[config.mk]
export PLATFORM = sky130hd
export DESIGN_NAME = io_input_conditioner
export DESIGN_NICKNAME = d
export VERILOG_FILES = /design/src/rtl/io_input_conditioner.sv
export SDC_FILE = /design/constraint.sdc
export NUM_CORES = 1
export LEC_CHECK = 0
export ABC_CLOCK_PERIOD_IN_PS = 2500
export CAP_MARGIN = 20
export CORE_MARGIN = 8
export CORE_UTILIZATION = 35
export DETAILED_ROUTE_END_ITERATION = 8
export SYNTH_ARGS = -nofsm -noshare
export SYNTH_HDL_FRONTEND = slang
export SYNTH_SLANG_ARGS = --single-unit
[constraint.sdc]
create_clock -name i_clk -period 2.5 [get_ports i_clk]
set_input_delay 0.625 -clock i_clk [delete_from_list [all_inputs] [get_ports i_clk]]
set_output_delay 0.625 -clock i_clk [all_outputs]
set_load 0.03 [all_outputs]
[src/rtl/io_input_conditioner.sv]
// Board switch/button front end: two-flop synchronisers, per-bit counter debounce,
// and sticky press-event flags, packed into the two words the LSU input region samples.
module io_input_conditioner #(
   parameter int SW_W            = 18,
   parameter int BTN_W           = 4,
   parameter int DEBOUNCE_CYCLES = 500000,
   parameter bit BTN_ACTIVE_LOW  = 1'b1
) (
   input  logic             i_clk,
   input  logic             i_rst_n,
   input  logic [SW_W-1:0]  i_sw_raw,
   input  logic [BTN_W-1:0] i_btn_raw,
   input  logic [BTN_W-1:0] i_evt_clr,
   output logic [31:0]      o_io_sw,
   output logic [31:0]      o_io_btn
);

   localparam int               CNT_W    = $clog2(DEBOUNCE_CYCLES);
   localparam logic [CNT_W-1:0] CNT_MAX  = CNT_W'(DEBOUNCE_CYCLES - 1);
   localparam logic [BTN_W-1:0] BTN_IDLE = {BTN_W{BTN_ACTIVE_LOW}};

   logic [SW_W-1:0]  r_sw_s1;
   logic [SW_W-1:0]  r_sw_s2;
   logic [BTN_W-1:0] r_btn_s1;
   logic [BTN_W-1:0] r_btn_s2;
   logic [BTN_W-1:0] w_btn_lvl;
   logic [SW_W-1:0]  r_sw_stable;
   logic [BTN_W-1:0] r_btn_stable;
   logic [BTN_W-1:0] r_btn_evt;
   logic [BTN_W-1:0] w_btn_rise;

   // Button chains idle at the released pin level so reset release never looks like a press.
   always_ff @(posedge i_clk or negedge i_rst_n) begin
      if (!i_rst_n) begin
         r_sw_s1  <= '0;
         r_sw_s2  <= '0;
         r_btn_s1 <= BTN_IDLE;
         r_btn_s2 <= BTN_IDLE;
      end else begin
         r_sw_s1  <= i_sw_raw;
         r_sw_s2  <= r_sw_s1;
         r_btn_s1 <= i_btn_raw;
         r_btn_s2 <= r_btn_s1;
      end
   end

   assign w_btn_lvl = BTN_ACTIVE_LOW ? ~r_btn_s2 : r_btn_s2;

   for (genvar i = 0; i < SW_W; i++) begin : g_sw_db
      logic [CNT_W-1:0] r_cnt;

      always_ff @(posedge i_clk or negedge i_rst_n) begin
         if (!i_rst_n) begin
            r_cnt          <= '0;
            r_sw_stable[i] <= 1'b0;
         end else if (r_sw_s2[i] == r_sw_stable[i]) begin
            r_cnt <= '0;
         end else if (r_cnt == CNT_MAX) begin
            r_sw_stable[i] <= r_sw_s2[i];
            r_cnt          <= '0;
         end else begin
            r_cnt <= r_cnt + 1'b1;
         end
      end
   end

   for (genvar i = 0; i < BTN_W; i++) begin : g_btn_db
      logic [CNT_W-1:0] r_cnt;

      // A press is the exact edge on which the debounced level accepts a 1.
      assign w_btn_rise[i] = w_btn_lvl[i] & ~r_btn_stable[i] & (r_cnt == CNT_MAX);

      always_ff @(posedge i_clk or negedge i_rst_n) begin
         if (!i_rst_n) begin
            r_cnt           <= '0;
            r_btn_stable[i] <= 1'b0;
         end else if (w_btn_lvl[i] == r_btn_stable[i]) begin
            r_cnt <= '0;
         end else if (r_cnt == CNT_MAX) begin
            r_btn_stable[i] <= w_btn_lvl[i];
            r_cnt           <= '0;
         end else begin
            r_cnt <= r_cnt + 1'b1;
         end
      end

      // Set beats a coincident clear so a press landing on a clear is never lost.
      always_ff @(posedge i_clk or negedge i_rst_n) begin
         if (!i_rst_n) begin
            r_btn_evt[i] <= 1'b0;
         end else if (w_btn_rise[i]) begin
            r_btn_evt[i] <= 1'b1;
         end else if (i_evt_clr[i]) begin
            r_btn_evt[i] <= 1'b0;
         end
      end
   end

   assign o_io_sw = 32'(r_sw_stable);

   always_comb begin
      o_io_btn              = '0;
      o_io_btn[BTN_W-1:0]   = r_btn_stable;
      o_io_btn[4 +: BTN_W]  = r_btn_evt;
   end

endmodule

==> impl_metrics.py <==
metrics = {
    "worst_setup_path": {
        "cp-end-kind": "primary output",
        "crit_family": "buffers and inverters",
        "worst_ep_arrival_time_ns": 1.75,
        "path_buf_inv": 1,
        "cp-start-kind": "flip-flop",
        "crit_end": "o_io_sw[11]",
        "slowest_stage": "clkdlybuf4s50_1",
        "max_stage_delay_ns": 0.77,
        "path_cells": "clkdlybuf4s50_1",
        "path_depth": 1,
        "critPathLaunch": "o_io_sw[11]",
        "crit_required_ns": 1.88,
        "r2r-start": "g_sw_db[11].r_cnt[12]",
        "rrSetupSlack_ns": 0.30,
        "cp_max_fo": 3,
        "r2r-end": "g_sw_db[11].r_cnt[2]",
        "worst_r2r_path_depth": 4,
        "critPathKind": "flip-flop to primary output",
    },
    "synth": {
        "synth_edf_count": 0,
        "yosysWarnings": 0,
        "syn_area_per_cell_sq_um": 10.2,
        "ys.flop_type": "dfrtp_1",
        "seq_area_frac_synth": 0.518,
        "synthSimpleGateAreaFrac": 0.254,
        "yosys-mux-area-fraction": 0.00987,
        "synthesis.area_sq_um": 23600,
        "ys_types": 61,
        "synth_xor_area_frac": 0.111,
        "postSynthCellCount": 2320,
        "synth_compound_area_frac": 0.0582,
        "synth_area_leaders": "dfrtp_1 51%, xnor2_1 6.8%, nor2_1 5.6%, xor2_1 4.3%, nand3_1 2.9%",
        "yosysTopAreaCell": "dfrtp_1",
        "synth_top_family_by_area": "simple AND/OR/NAND/NOR gates",
        "synth_seq_cells": 488,
        "synthArstFlopShare": 1.00,
        "synth_top_area_frac": 0.509,
        "synth_fa_ha_area_frac": 0.0138,
    },
    "timing": {
        "timing.hold.ws_ns": 0.347,
        "layout_setup_ws_ns": 0.129,
        "min_period_ns": 2.37,
        "final_max_slew_viol_count": 0,
        "rsz0062_at_grt": "no",
        "max_freq_ghz": 0.422,
        "min_period_over_period": 0.948,
        "relSlewSlack": 0.587,
        "tightestPinTransition_ns": 0.614,
        "setup_tns_ns": 0,
        "finalHoldViolCount": 0,
        "setup_viol": 0,
        "skew_ns": 0.0220,
    },
    "clock_tree": {
        "root_buffer": "clkbuf_16",
        "clk_path_buf_depth": 3,
        "postCtsSetupBuffers": 0,
        "cts_tree": "done",
        "cts_max_level": 2,
        "numCtsBuffers": 57,
        "insertion_delay_ns": 0.60,
        "cts.clk_slew.worst_paths_ns": 0.06,
        "cts_sinks": 488,
    },
    "cells_and_area": {
        "final_common_cell": "dfrtp_1",
        "drive_gt1_frac": 0.102,
        "stdcell_count": 3356,
        "n_antenna_cell": 0,
        "final_cell_mix": "480 x dfrtp_1, 352 x nor2_1, 183 x xnor2_1",
        "final_nets": 2492,
        "area_growth_pct": 16.2,
        "fill_cells": 6382,
    },
    "route": {
        "drt-wirelength-per-cell_um": 13.7,
        "drc": 0,
        "drtIter0Drc": 919,
        "vias": 17042,
        "ant_nets": 0,
        "firstDrtPassIters": 7,
        "wirelength_mm": 46.1,
        "via_per_inst": 5.08,
    },
    "global_routing": {
        "met3_usage": 0.0219,
        "top_usage_layer": "met2",
        "use_met2": 0.204,
        "use_met1": 0.162,
        "overflow": 0,
        "grt_pass1_wl_mm": 81.0,
        "antenna_found_initial": 0,
        "grt_pass1_vias": 17102,
        "grt_max_degree": 94,
        "grtUsageTotal": 0.123,
    },
    "floorplanning": {
        "core_region_area_sq_um": 66900,
        "die_h_um": 276,
        "row_count": 95,
        "num_io_pins": 92,
        "start_util": 0.352,
        "die_area_sq_um": 75900,
        "die_w_um": 276,
    },
    "flow_run": {
        "maxCapViolCount": 0,
    },
    "placed_design": {
        "dp.cells": 3251,
        "dp_hpwl_mm": 30.9,
        "place_ws_ns": 0.319,
        "globalplace.congestion": 0.827,
        "port_buffers": 53,
    },
    "pwr": {
        "powerDensity_nw_per_um2": 663,
        "power.total_w": 0.0182,
        "ir_worst_vdd_mv": 0.495,
        "leakage_nw": 10.9,
    },
    "hold_path": {
        "hp-class": "flip-flop to flip-flop",
    },
    "run_status": {
        "outcome": "finished clean",
    },
}
==> state kept, by name, summed over array words and instances (netlist names) <==
register	flops
g_sw_db.r_cnt	342
g_btn_db.r_cnt	76
o_io_sw	18
r_sw_s1	18
r_sw_s2	18
o_io_btn	8
r_btn_s1	4
r_btn_s2	4
==> repair_timing <==
action,4_1_cts,5_1_grt
hold buffers,1,0
endpoints found under the setup margin,0,0
resized for setup,0,0
endpoints found under the hold margin,28,0
==> worst register-to-register path: cells and delay by family, from the launching register on <==
family | cells | cell delay (ns)
and+or+nand+nor | 3 | 1.19
AOI/OAI and AO/OA | 1 | 0.42
DFF | 1 | 0.44
==> how the worst min path moves through the flow <==
stage | end | from | cells past startpoint
finish | r_sw_s2[1] | r_sw_s1[1] | 0
global route | r_sw_s2[5] | r_sw_s1[5] | 0
CTS | r_sw_s2[1] | r_sw_s1[1] | 0
detailed placement | r_sw_s2[1] | r_sw_s1[1] | 0
global placement | r_sw_s2[2] | r_sw_s1[2] | 0
floorplan | g_btn_db[0].r_cnt[0] | i_rst_n | 0
==> power by group <==
part	internal (W)	switching (W)	total (W)
Clock	0.00608	0.00331	0.00939
Sequential	0.00803	0.000112	0.00814
Combinational	0.000194	0.000455	0.000650
==> kinds of logic (layout without fill, tap and decap cells) <==
kind of cell,after synthesis,after routing
compound gates,212,212
xor+xnor,300,300
fa+ha+maj,26,26
buf+inv,153,279
flops,488,488
mux,21,21
other cells,1,38
simple gates,1119,1119
==> metrics by stage <==
stage,utilization,area (sq um)
CTS,0.410,27400
global placement,0.377,25200
finish,0.410,27400
floorplan,-,23700
global route,0.410,27400
detailed placement,0.377,25200
==> cells in the mapped netlist (20+ instances only) <==
| cell | n |
|---|---|
| and4_1 | 29 |
| nor4_1 | 66 |
| o21ai_0 | 53 |
| a21oi_1 | 93 |
| or3_1 | 64 |
| ha_1 | 26 |
| nand4_1 | 106 |
| dfrtp_1 | 480 |
| and2_1 | 20 |
| nand3_1 | 136 |
| or4_1 | 55 |
| buf_4 | 39 |
| inv_1 | 74 |
| xor2_1 | 117 |
| nand2_1 | 124 |
| nor3_1 | 55 |
| nor2_1 | 352 |
| xnor2_1 | 183 |
| o31ai_1 | 31 |
==> metal layers <==
metal,vias up,wire length [um]
met5,-,0
met4,0,955
met3,70,1780
met2,206,21800
met1,8378,21600
li1,8388,-
==> cell type report <==
| class | count | area [sq um] | share of cell area |
|---|---|---|---|
| Sequential cell | 488 | 12200 | 0.446 |
| Inverter | 74 | 278 | 0.0101 |
| Timing Repair Buffer | 101 | 961 | 0.0351 |
| Clock buffer | 77 | 1660 | 0.0606 |
| Clock inverter | 27 | 504 | 0.0184 |
| Tap cell | 873 | 1090 | 0.0399 |
| Multi-Input combinational cell | 1716 | 10700 | 0.390 |
No activity file was read; power rests on OpenSTA's default activity.
